### src/rtl/sra_engine.sv
// Self-sequenced magnitude approximation: out = max(x - x/8 + y/2, x) with
// x = max(|a|,|b|), y = min(|a|,|b|); six-cycle start-to-done latency.
module sra_engine #(
  parameter int WIDTH  = 16,
  parameter bit SIGNED = 1'b0
) (
  input  logic             clk,
  input  logic             rst_n,
  input  logic             start,
  input  logic [WIDTH-1:0] in1,
  input  logic [WIDTH-1:0] in2,
  output logic             busy,
  output logic             done,
  output logic [WIDTH:0]   out
);

  localparam int RW = WIDTH + 1;

  typedef enum logic [2:0] {
    S_IDLE  = 3'd0,
    S_ABS   = 3'd1,
    S_ORDER = 3'd2,
    S_SCALE = 3'd3,
    S_SUM   = 3'd4,
    S_CMP   = 3'd5
  } state_t;

  state_t        state_r, state_nxt_s;
  logic [RW-1:0] r1_r, r2_r, r3_r, r4_r, r5_r;
  logic [RW-1:0] r1_nxt_s, r2_nxt_s, r3_nxt_s, r4_nxt_s, r5_nxt_s;
  logic          busy_r, busy_nxt_s;
  logic          done_r, done_nxt_s;
  logic [RW-1:0] out_r, out_nxt_s;

  // The extra register bit lets |most-negative| = 2^(WIDTH-1) stay positive.
  function automatic logic [RW-1:0] extend(input logic [WIDTH-1:0] v);
    if (SIGNED) begin
      return {v[WIDTH-1], v};
    end else begin
      return {1'b0, v};
    end
  endfunction

  function automatic logic [RW-1:0] abs_val(input logic [RW-1:0] v);
    if (SIGNED && v[RW-1]) begin
      return (~v) + {{(RW-1){1'b0}}, 1'b1};
    end else begin
      return v;
    end
  endfunction

  // Next-state, datapath and output decode for the sequencing FSM.
  always_comb begin
    state_nxt_s = state_r;
    r1_nxt_s    = r1_r;
    r2_nxt_s    = r2_r;
    r3_nxt_s    = r3_r;
    r4_nxt_s    = r4_r;
    r5_nxt_s    = r5_r;
    busy_nxt_s  = busy_r;
    done_nxt_s  = 1'b0;
    out_nxt_s   = out_r;
    case (state_r)
      S_IDLE: begin
        if (start) begin
          r1_nxt_s    = extend(in1);
          r2_nxt_s    = extend(in2);
          busy_nxt_s  = 1'b1;
          state_nxt_s = S_ABS;
        end else begin
          state_nxt_s = S_IDLE;
        end
      end
      S_ABS: begin
        r1_nxt_s    = abs_val(r1_r);
        r2_nxt_s    = abs_val(r2_r);
        state_nxt_s = S_ORDER;
      end
      S_ORDER: begin
        if (r2_r > r1_r) begin
          r1_nxt_s = r2_r;
          r2_nxt_s = r1_r;
        end else begin
          r1_nxt_s = r1_r;
          r2_nxt_s = r2_r;
        end
        state_nxt_s = S_SCALE;
      end
      S_SCALE: begin
        r3_nxt_s    = r1_r - (r1_r >> 3'd3);
        r4_nxt_s    = r2_r >> 1'd1;
        state_nxt_s = S_SUM;
      end
      S_SUM: begin
        r5_nxt_s    = r3_r + r4_r;
        state_nxt_s = S_CMP;
      end
      S_CMP: begin
        if (r5_r >= r1_r) begin
          out_nxt_s = r5_r;
        end else begin
          out_nxt_s = r1_r;
        end
        done_nxt_s  = 1'b1;
        busy_nxt_s  = 1'b0;
        state_nxt_s = S_IDLE;
      end
      default: begin
        busy_nxt_s  = 1'b0;
        state_nxt_s = S_IDLE;
      end
    endcase
  end

  // State and datapath registers with synchronous active-low reset.
  always_ff @(posedge clk) begin
    if (!rst_n) begin
      state_r <= S_IDLE;
      r1_r    <= {RW{1'b0}};
      r2_r    <= {RW{1'b0}};
      r3_r    <= {RW{1'b0}};
      r4_r    <= {RW{1'b0}};
      r5_r    <= {RW{1'b0}};
      busy_r  <= 1'b0;
      done_r  <= 1'b0;
      out_r   <= {RW{1'b0}};
    end else begin
      state_r <= state_nxt_s;
      r1_r    <= r1_nxt_s;
      r2_r    <= r2_nxt_s;
      r3_r    <= r3_nxt_s;
      r4_r    <= r4_nxt_s;
      r5_r    <= r5_nxt_s;
      busy_r  <= busy_nxt_s;
      done_r  <= done_nxt_s;
      out_r   <= out_nxt_s;
    end
  end

  assign busy = busy_r;
  assign done = done_r;
  assign out  = out_r;

endmodule

### config.mk
export PLATFORM = sky130hd
export DESIGN_NAME = sra_engine
export DESIGN_NICKNAME = d
export VERILOG_FILES = /design/src/rtl/sra_engine.sv
export SDC_FILE = /design/constraint.sdc
export NUM_CORES = 1
export LEC_CHECK = 0
export ABC_AREA = 1
export CAP_MARGIN = 30
export CORE_MARGIN = 10
export CORE_UTILIZATION = 30
export DETAILED_ROUTE_END_ITERATION = 10
export GPL_TIMING_DRIVEN = 1
export PLACE_DENSITY = 0.55
export SYNTH_ARGS = -nofsm -noshare
export SYNTH_HDL_FRONTEND = slang
export SYNTH_SLANG_ARGS = --single-unit
### constraint.sdc
create_clock -name clk -period 2.5 [get_ports clk]
set_input_delay 0.375 -clock clk [delete_from_list [all_inputs] [get_ports clk]]
set_output_delay 0.375 -clock clk [all_outputs]
set_load 0.01 [all_outputs]
==> flow_summary.json, run 1 <==
{
  "async_reset_ff_share_pct": 0,
  "max_cap_viol_count": 0,
  "ctsResizeCount": 0,
  "ir_worst_vdd_mv": 0.331,
  "max_freq_ghz": 0.440,
  "post-route-drc-count": 0,
  "drt_pass1_iterations": 5,
  "tns_ps": 0,
  "numClockSinks": 106,
  "clkTransAtPathRegs_ps": 70,
  "critPathArrivalTime_ps": 2540,
  "cts_tree": "done",
  "min_period_ps": 2270,
  "area_growth_pct": 17.3,
  "worstPathRequired_ps": 2770,
  "antenna_found_initial": 0,
  "min_period_over_period_pct": 90.9,
  "setup_viol": 0,
  "clock_skew_ps": 10.4,
  "place_congestion": 0.856,
  "synth-main-ff-cell": "dfxtp_1",
  "start_kind": "register",
  "synth.ff_latch_count": 106,
  "clock_path_buffers": 2,
  "r2r_end": "r3_r[16]",
  "cts_root_buf": "clkbuf_16",
  "wire_per_inst_um": 13.8,
  "hold_viol": 0,
  "drive_gt1_share_pct": 6.48,
  "rows": 56,
  "min_to": "busy",
  "grt_pass1_vias": 6459,
  "h-tree-depth": 3,
  "antenna_cells": 0,
  "p_leak_nw": 4.05,
  "ff2ff_path_depth": 13,
  "initialDrtViolationCount": 319,
  "critical_path_class": "register to register",
  "fin_nets": 1192,
  "finalPower_mw": 5.92,
  "top_level_ports": 54,
  "design.core.area_um2": 23300,
  "final_common_cell": "nand2_1",
  "initial_core_util_pct": 30.4,
  "critPathCaptureType": "register",
  "grt_max_degree": 71,
  "final_antenna_net_count": 0,
  "hpwl_mm": 14.8,
  "fp.dieArea_um2": 30200,
  "hp-class": "register to register",
  "synth_warnings": 0,
  "finalWirelength_mm": 19.5,
  "r2r_slack_ps": 230,
  "worst_pin_slew_ps": 800,
  "status": "finished clean",
  "gr-total-overflow": 0,
  "syn_inst": 1055,
  "cts_made_buffers": 9,
  "vias": 6681,
  "holdCritStartpoint": "busy",
  "grtUsageTotal_pct": 13.0,
  "ys_seq_area_share_pct": 30.0,
  "port_buffers": 53,
  "routed_via_density": 4.72,
  "syn_nets": 1156,
  "synth_edf_count": 0,
  "grt_pass1_wl_mm": 32.5,
  "final_cell_mix": "230 x nand2_1, 131 x inv_1, 106 x dfxtp_1",
  "slew_violations": 0,
  "clkLatencyLatePin_ps": 360,
  "min_delay_path_depth": 2,
  "r2r-start": "r1_r[0]",
  "die_y_um": 174,
  "rsz0062_at_grt": "no",
  "syn-cell-area_um2": 7080,
  "slew_headroom_pct": 46.6,
  "avgSynthCellArea_um2": 6.71,
  "ctsHoldBuffers": 0,
  "post_cts_buffers": 0,
  "ys_types": 40,
  "powerDensity_nw_per_um2": 712,
  "die_w_um": 174,
  "path_max_fanout": 3
}
[worst max-delay path, cell delays in order (launching register included)]
cell and delay, ps:
dfxtp_1 440, inv_1 90, ha_1 240, fa_1 400
inv_1 70, nand3_1 60, nand2_1 130, a21oi_1 130
o21ai_2 200, nand2_1 110, nand3_1 80, nand3_1 100
nand2_1 90, inv_1 30
[cell families after synthesis]
kind of cell | count (synthesis) | synth area share, %
adder cells (fa/ha/maj) | 66 | 11.9
XOR/XNOR | 15 | 1.85
AO/OA/AOI/OAI | 240 | 19.0
AND/OR/NAND/NOR | 444 | 26.7
flip-flops | 106 | 30.0
buffers and inverters | 184 | 10.6
[per-stage QoR]
step	setup slack [ps]	area (um2)	hold slack, ps	instances	utilization (%)
6_report	227	8310	450	1415	35.6
2_1_floorplan	553	7080	448	1055	-
5_1_grt	15.4	8310	477	1415	35.6
3_3_place_gp	149	7990	437	1399	34.3
4_1_cts	141	8310	450	1415	35.6
3_5_place_dp	152	7990	439	1399	34.3
[cells in the mapped netlist (2+ instances only)]
cell type / number / area share, %
a21oi_1: 105 / 7.4
a31oi_1: 7 / 0.62
buf_6: 3 / 0.48
ha_1: 64 / 11
a21oi_2: 20 / 2.5
a21o_1: 10 / 1.1
xnor2_1: 3 / 0.37
inv_2: 4 / 0.21
fa_1: 2 / 0.57
buf_2: 20 / 1.4
o21ai_1: 11 / 0.78
o21a_1: 2 / 0.21
xor2_1: 12 / 1.5
o211ai_1: 2 / 0.21
nor3_1: 3 / 0.21
nand4_1: 21 / 1.9
o21ai_0: 77 / 5.4
dfxtp_1: 106 / 30
nand2_1: 230 / 12
nor2_1: 98 / 5.2
clkinv_1: 2 / 0.11
o21bai_1: 2 / 0.21
inv_1: 131 / 6.9
nand3_1: 84 / 5.9
clkbuf_1: 21 / 1.1
[layout make-up]
cell class              count  area, um2
clock inverters             4       48.8
repair buffers             72        731
inverters                 137        514
flip-flops and latches    106       2120
clock buffers              12        267
multi-input cells         765       4230
well taps                 319        399
fillers                  2559      15000
[per-layer routing]
layer	wire length (um)	part of all wire [%]	global-route usage, %
met4	249	1.3	3.35
met1	10000	51	17.5
met2	8420	43	20.6
met5	0	0	0
met3	805	4.1	2.74
[sequential cells by signal, summed over array words and instances (netlist names)]
name / count
out: 17
r1_r: 17
r2_r: 17
r3_r: 17
r5_r: 17
r4_r: 16
state_r: 3
busy: 1
done: 1
[power by group]
group / total, mW / leakage (nW) / switching, mW / internal (mW)
Combinational: 2.45 / 3.03 / 1.53 / 0.920
Clock: 1.52 / 0.159 / 0.661 / 0.858
Sequential: 1.95 / 0.864 / 0.106 / 1.84
[worst max path at each step]
stage          slack (ps)  startpoint  cells after the start  endpoint
6_report              230     r1_r[0]                     13  r3_r[16]
5_1_grt                20     r1_r[0]                     13  r3_r[16]
4_1_cts               140     r1_r[0]                     13  r3_r[16]
3_5_place_dp          150     r1_r[0]                     13  r3_r[16]
3_3_place_gp          150     r1_r[0]                     13  r3_r[16]
2_1_floorplan         550     r1_r[0]                     13  r3_r[16]
No activity file was read; power rests on OpenSTA's default activity.
==> inputs of run 2 (changes only) <==
--- a/config.mk
+++ b/config.mk
@@ -12,6 +12,7 @@
 export DETAILED_ROUTE_END_ITERATION = 10
 export GPL_TIMING_DRIVEN = 1
 export PLACE_DENSITY = 0.55
+export SETUP_SLACK_MARGIN = 0.05
 export SYNTH_ARGS = -nofsm -noshare
 export SYNTH_HDL_FRONTEND = slang
 export SYNTH_SLANG_ARGS = --single-unit
==> run 2 against run 1 <==
Compared with the run above: utilization barely moved; count of clock-buffer cells in the layout did not move; sequential power barely moved; design area barely moved; sequential share of layout area barely moved; hold slack did not move; largest cell class unchanged.
==> flow_summary.json, run 2 (synthesis results as in run 1) <==
{
  "status": "finished clean",
  "hold_viol": 0,
  "ctsResizeCount": 0,
  "critPathArrivalTime_ps": 2470,
  "grt_max_degree": 71,
  "initialDrtViolationCount": 323,
  "min_period_over_period_pct": 90.5,
  "cts_root_buf": "clkbuf_16",
  "final_cell_mix": "230 x nand2_1, 131 x inv_1, 105 x a21oi_1, 105 x dfxtp_1, 98 x nor2_1",
  "antenna_found_initial": 0,
  "clock_path_buffers": 2,
  "place_congestion": 0.856,
  "slew_violations": 0,
  "r2r-start": "r1_r[4]",
  "path_delay_family": "simple AND/OR/NAND/NOR gates",
  "wire_per_inst_um": 13.8,
  "fin_nets": 1192,
  "area.sequential_um2": 2120,
  "holdCritStartpoint": "busy",
  "ff2ff_path_depth": 12,
  "hpwl_mm": 14.8,
  "fp.dieArea_um2": 30200,
  "worst_pin_slew_ps": 800,
  "ctsHoldBuffers": 0,
  "cts_tree": "done",
  "vias": 6692,
  "initial_core_util_pct": 30.4,
  "setup_viol": 0,
  "cts_made_buffers": 9,
  "post-route-drc-count": 0,
  "hold_ws_ps": 450,
  "drive_gt1_share_pct": 6.57,
  "start_kind": "register",
  "max_freq_ghz": 0.442,
  "gr-total-overflow": 0,
  "min_period_ps": 2260,
  "finalWirelength_mm": 19.5,
  "min_delay_path_depth": 2,
  "die_y_um": 174,
  "final_common_cell": "nand2_1",
  "numClockSinks": 106,
  "max_cap_viol_count": 0,
  "top_level_ports": 54,
  "path_max_fanout": 17,
  "min_to": "busy",
  "tns_ps": 0,
  "cpPeakStageDelay_ps": 400,
  "rows": 56,
  "clkTransAtPathRegs_ps": 70,
  "post-place-ws_ps": 152,
  "n_fill_cell": 2560,
  "clock_skew_ps": 10.3,
  "rsz0062_at_grt": "no",
  "critPathSlowestCell": "dfxtp_1",
  "critPathCaptureType": "register",
  "critical_path_class": "register to register",
  "p_leak_nw": 4.05,
  "grt_pass1_vias": 6459,
  "drt_pass1_iterations": 5,
  "antenna_cells": 0,
  "grtUsageTotal_pct": 13.0,
  "r2r_end": "out[12]",
  "crit_path_cell_trace": "inv_1 > ha_1 > nand2_1 > inv_1 > nand2_1 > nand2_1 > nand2_1 > nand2_1 > a21oi_4 > nand4_1 > nand3_1 > a21oi_1",
  "hp-class": "register to register",
  "slew_headroom_pct": 46.6,
  "clkLatencyLatePin_ps": 360,
  "port_buffers": 53,
  "design.core.area_um2": 23300,
  "multiInputGateArea_um2": 4230,
  "r2r_slack_ps": 240,
  "path_common_cell": "nand2_1",
  "grt_pass1_wl_mm": 32.5,
  "setup_ws_ps": 239,
  "ir_worst_vdd_mv": 0.331,
  "worstPathRequired_ps": 2710,
  "die_w_um": 174,
  "routed_via_density": 4.73,
  "powerDensity_nw_per_um2": 712,
  "post_cts_buffers": 0,
  "cp_num_buf_inv": 2,
  "final_antenna_net_count": 0,
  "h-tree-depth": 3,
  "area_growth_pct": 17.3
}
run 2: cell counts in the layout (fill, tap and decap cells not counted):
Identical to the previous run, type by type.
run 2: area by class of cell:
type / instances / share of cell area (%)
multi-input cells: 765 / 50.9
flip-flops and latches: 106 / 25.5
repair buffers: 72 / 8.79
inverters: 137 / 6.19
well taps: 319 / 4.80
clock buffers: 12 / 3.21
clock inverters: 4 / 0.587
run 2: report_power, final:
part,total (mW),internal (mW),switching (mW),leakage (nW)
logic,2.45,0.921,1.53,3.03
clock network,1.52,0.858,0.661,0.159
registers,1.95,1.84,0.106,0.864
run 2: worst max path at each step:
stage / cells past startpoint / from / slack (ps) / endpoint
after detailed placement: 13 / r1_r[0] / 150 / r3_r[16]
after floorplan: 13 / r1_r[0] / 550 / r3_r[16]
final: 12 / r1_r[4] / 240 / out[12]
after global routing: 12 / r1_r[4] / 50 / out[0]
after global placement: 13 / r1_r[0] / 150 / r3_r[16]
after CTS: 13 / r1_r[0] / 140 / r3_r[16]
run 2: worst reg2reg max path, stage by stage, from the launching register on:
cell     delay, ps
dfxtp_1        400
inv_1          190
ha_1           370
nand2_1         90
inv_1           40
nand2_1         50
nand2_1         50
nand2_1         60
nand2_1        110
a21oi_4        370
nand4_1        190
nand3_1        120
a21oi_1         60
run 2: metal layers:
| metal | wire length (um) | GRT usage, % |
|---|---|---|
| met2 | 8420 | 20.6 |
| met3 | 860 | 2.74 |
| met1 | 9970 | 17.5 |
| met5 | 0 | 0 |
| met4 | 249 | 3.35 |
run 2: stage by stage:
step / util, % / power [mW] / std cells / instance area, um2
global route: 35.6 / 6.41 / 1415 / 8310
global placement: 34.3 / 4.40 / 1399 / 7990
CTS: 35.6 / 5.95 / 1415 / 8310
finish: 35.6 / 5.92 / 1415 / 8310
detailed placement: 34.3 / 4.41 / 1399 / 7990
floorplan: - / 3.80 / 1055 / 7080
==> inputs of run 3 (changes only) <==
--- a/config.mk
+++ b/config.mk
@@ -6,7 +6,9 @@
 export NUM_CORES = 1
 export LEC_CHECK = 0
 export ABC_AREA = 1
-export CAP_MARGIN = 30
+export ABC_CLOCK_PERIOD_IN_PS = 2500
+export CAP_MARGIN = 5
+export CORE_ASPECT_RATIO = 1.75
 export CORE_MARGIN = 10
 export CORE_UTILIZATION = 30
 export DETAILED_ROUTE_END_ITERATION = 10
==> run 3 against run 2 <==
Compared with the run above: power is 1.2% higher; non-clock buffer count is 2 higher; clock skew is 1.4 ps lower; first-iteration DRC count is 21% lower; via count is 0.48% higher; critical path depth is 1 higher; maximum frequency is 0.43% lower; hold slack better by 2.7 ps; worst setup slack worse by 9.8 ps; sequential share of layout area is 0.058 points lower; combinational power is 3% higher.
==> flow_summary.json, run 3 (synthesis results as in run 1) <==
{
  "vias": 6724,
  "final_common_cell": "nand2_1",
  "port_buffers": 53,
  "clkTransAtPathRegs_ps": 70,
  "finalPower_mw": 5.99,
  "post-route-drc-count": 0,
  "slew_violations": 0,
  "area_growth_pct": 17.6,
  "min_delay_path_depth": 2,
  "min_to": "busy",
  "r2r_end": "r3_r[16]",
  "start_kind": "register",
  "grt_use_met1_pct": 13.6,
  "numClockSinks": 106,
  "grt.busiest_layer": "met2",
  "p_leak_nw": 4.06,
  "ctsHoldBuffers": 0,
  "max_cap_viol_count": 0,
  "holdCritStartpoint": "busy",
  "path_max_fanout": 4,
  "cts_root_buf": "clkbuf_16",
  "gr-total-overflow": 0,
  "rsz0062_at_grt": "yes",
  "drt_pass1_iterations": 4,
  "critical_path_class": "register to register",
  "ir_worst_vdd_mv": 0.336,
  "final_antenna_net_count": 0,
  "place_congestion": 0.852,
  "antenna_found_initial": 0,
  "hold_viol": 0,
  "initialDrtViolationCount": 255,
  "critPathCaptureType": "register",
  "routed_via_density": 4.79,
  "die_w_um": 136,
  "final_cell_mix": "230 x nand2_1, 131 x inv_1, 105 x dfxtp_1",
  "tns_ps": 0,
  "n_fill_cell": 2575,
  "hp-class": "register to register",
  "wire_per_inst_um": 14.0,
  "r2r-start": "r1_r[0]",
  "met2_usage_pct": 24.9,
  "drive_gt1_share_pct": 6.92,
  "grt_max_degree": 71,
  "antenna_cells": 0,
  "r2r_slack_ps": 230,
  "slew_headroom_pct": 42.1,
  "ff2ff_path_depth": 13,
  "fin_nets": 1195,
  "die_y_um": 223,
  "max_freq_ghz": 0.440,
  "setup_viol": 0,
  "worstPathRequired_ps": 2760,
  "powerDensity_nw_per_um2": 719,
  "h-tree-depth": 3,
  "status": "finished clean",
  "setup_ws_ps": 229,
  "hold_ws_ps": 452,
  "clock_skew_ps": 8.91,
  "worst_pin_slew_ps": 867,
  "clock_path_buffers": 2,
  "fp.dieArea_um2": 30400,
  "rows": 74,
  "met3_usage_pct": 1.96,
  "cts_made_buffers": 9,
  "grtUsageTotal_pct": 13.0,
  "min_period_ps": 2270,
  "finalWirelength_mm": 19.7,
  "cts_tree": "done",
  "hpwl_mm": 15.1,
  "design.core.area_um2": 23300,
  "clkLatencyLatePin_ps": 360,
  "grt_pass1_wl_mm": 32.2,
  "top_level_ports": 54,
  "critPathArrivalTime_ps": 2530,
  "min_period_over_period_pct": 90.8,
  "post-place-ws_ps": 10.0,
  "initial_core_util_pct": 30.4,
  "grt_pass1_vias": 6670,
  "final_util_pct": 35.7
}
==> run 3: cell types whose count changed in the layout (fill, tap and decap cells not counted) <==
cell,before,now
a21oi_1,105,104
nand4_4,1,2
clkinv_4,1,4
buf_4,14,16
clkbuf_8,3,1
inv_6,0,1
a21oi_2,20,21
clkinv_2,2,0
==> run 3: timing repair <==
action | in CTS | in global routing
endpoints found under the setup margin | 1 | 18
resized for setup | 1 | 3
gates cloned | 0 | 1
pin swaps | 0 | 2
setup buffers | 0 | 3
==> run 3: power breakdown <==
group          internal (mW)  switching [mW]
Clock                  0.817           0.715
Combinational          0.948            1.57
Sequential              1.84          0.0994
==> run 3: stage by stage <==
stage	instances	instance area, um2
floorplan	1055	7080
global placement	1383	7950
detailed placement	1383	7950
CTS	1399	8270
global route	1403	8330
finish	1403	8330
==> run 3: worst max path at each step <==
stage | startpoint | end
after detailed placement | r1_r[0] | r3_r[16]
after global placement | r1_r[0] | r3_r[16]
after global routing | r1_r[14] | out[6]
after floorplan | r1_r[0] | r3_r[16]
final | r1_r[0] | r3_r[16]
after CTS | r1_r[0] | r3_r[16]
==> run 3: worst max-delay path, stage by stage (launching register included) <==
cell and delay [ps]:
dfxtp_2 370, inv_1 120, ha_1 260, fa_1 410
inv_1 70, nand3_1 60, nand2_1 150, a21oi_2 110
o21ai_2 210, nand2_1 120, nand3_1 80, nand3_1 100
nand2_1 80, inv_1 30
==> run 3: area by class of cell <==
cell class / instances / area, um2 / share of cell area, %
flip-flops and latches: 106 / 2120 / 25.5
multi-input cells: 766 / 4250 / 51.1
inverters: 137 / 514 / 6.17
clock buffers: 10 / 239 / 2.87
repair buffers: 74 / 746 / 8.95
clock inverters: 6 / 73.8 / 0.886
well taps: 304 / 380 / 4.57
==> run 3: routing by layer <==
layer,share of wire (%),wire length (um)
met5,0,0
met2,54,10700
met4,2.5,499
met1,41,7990
met3,2.7,522
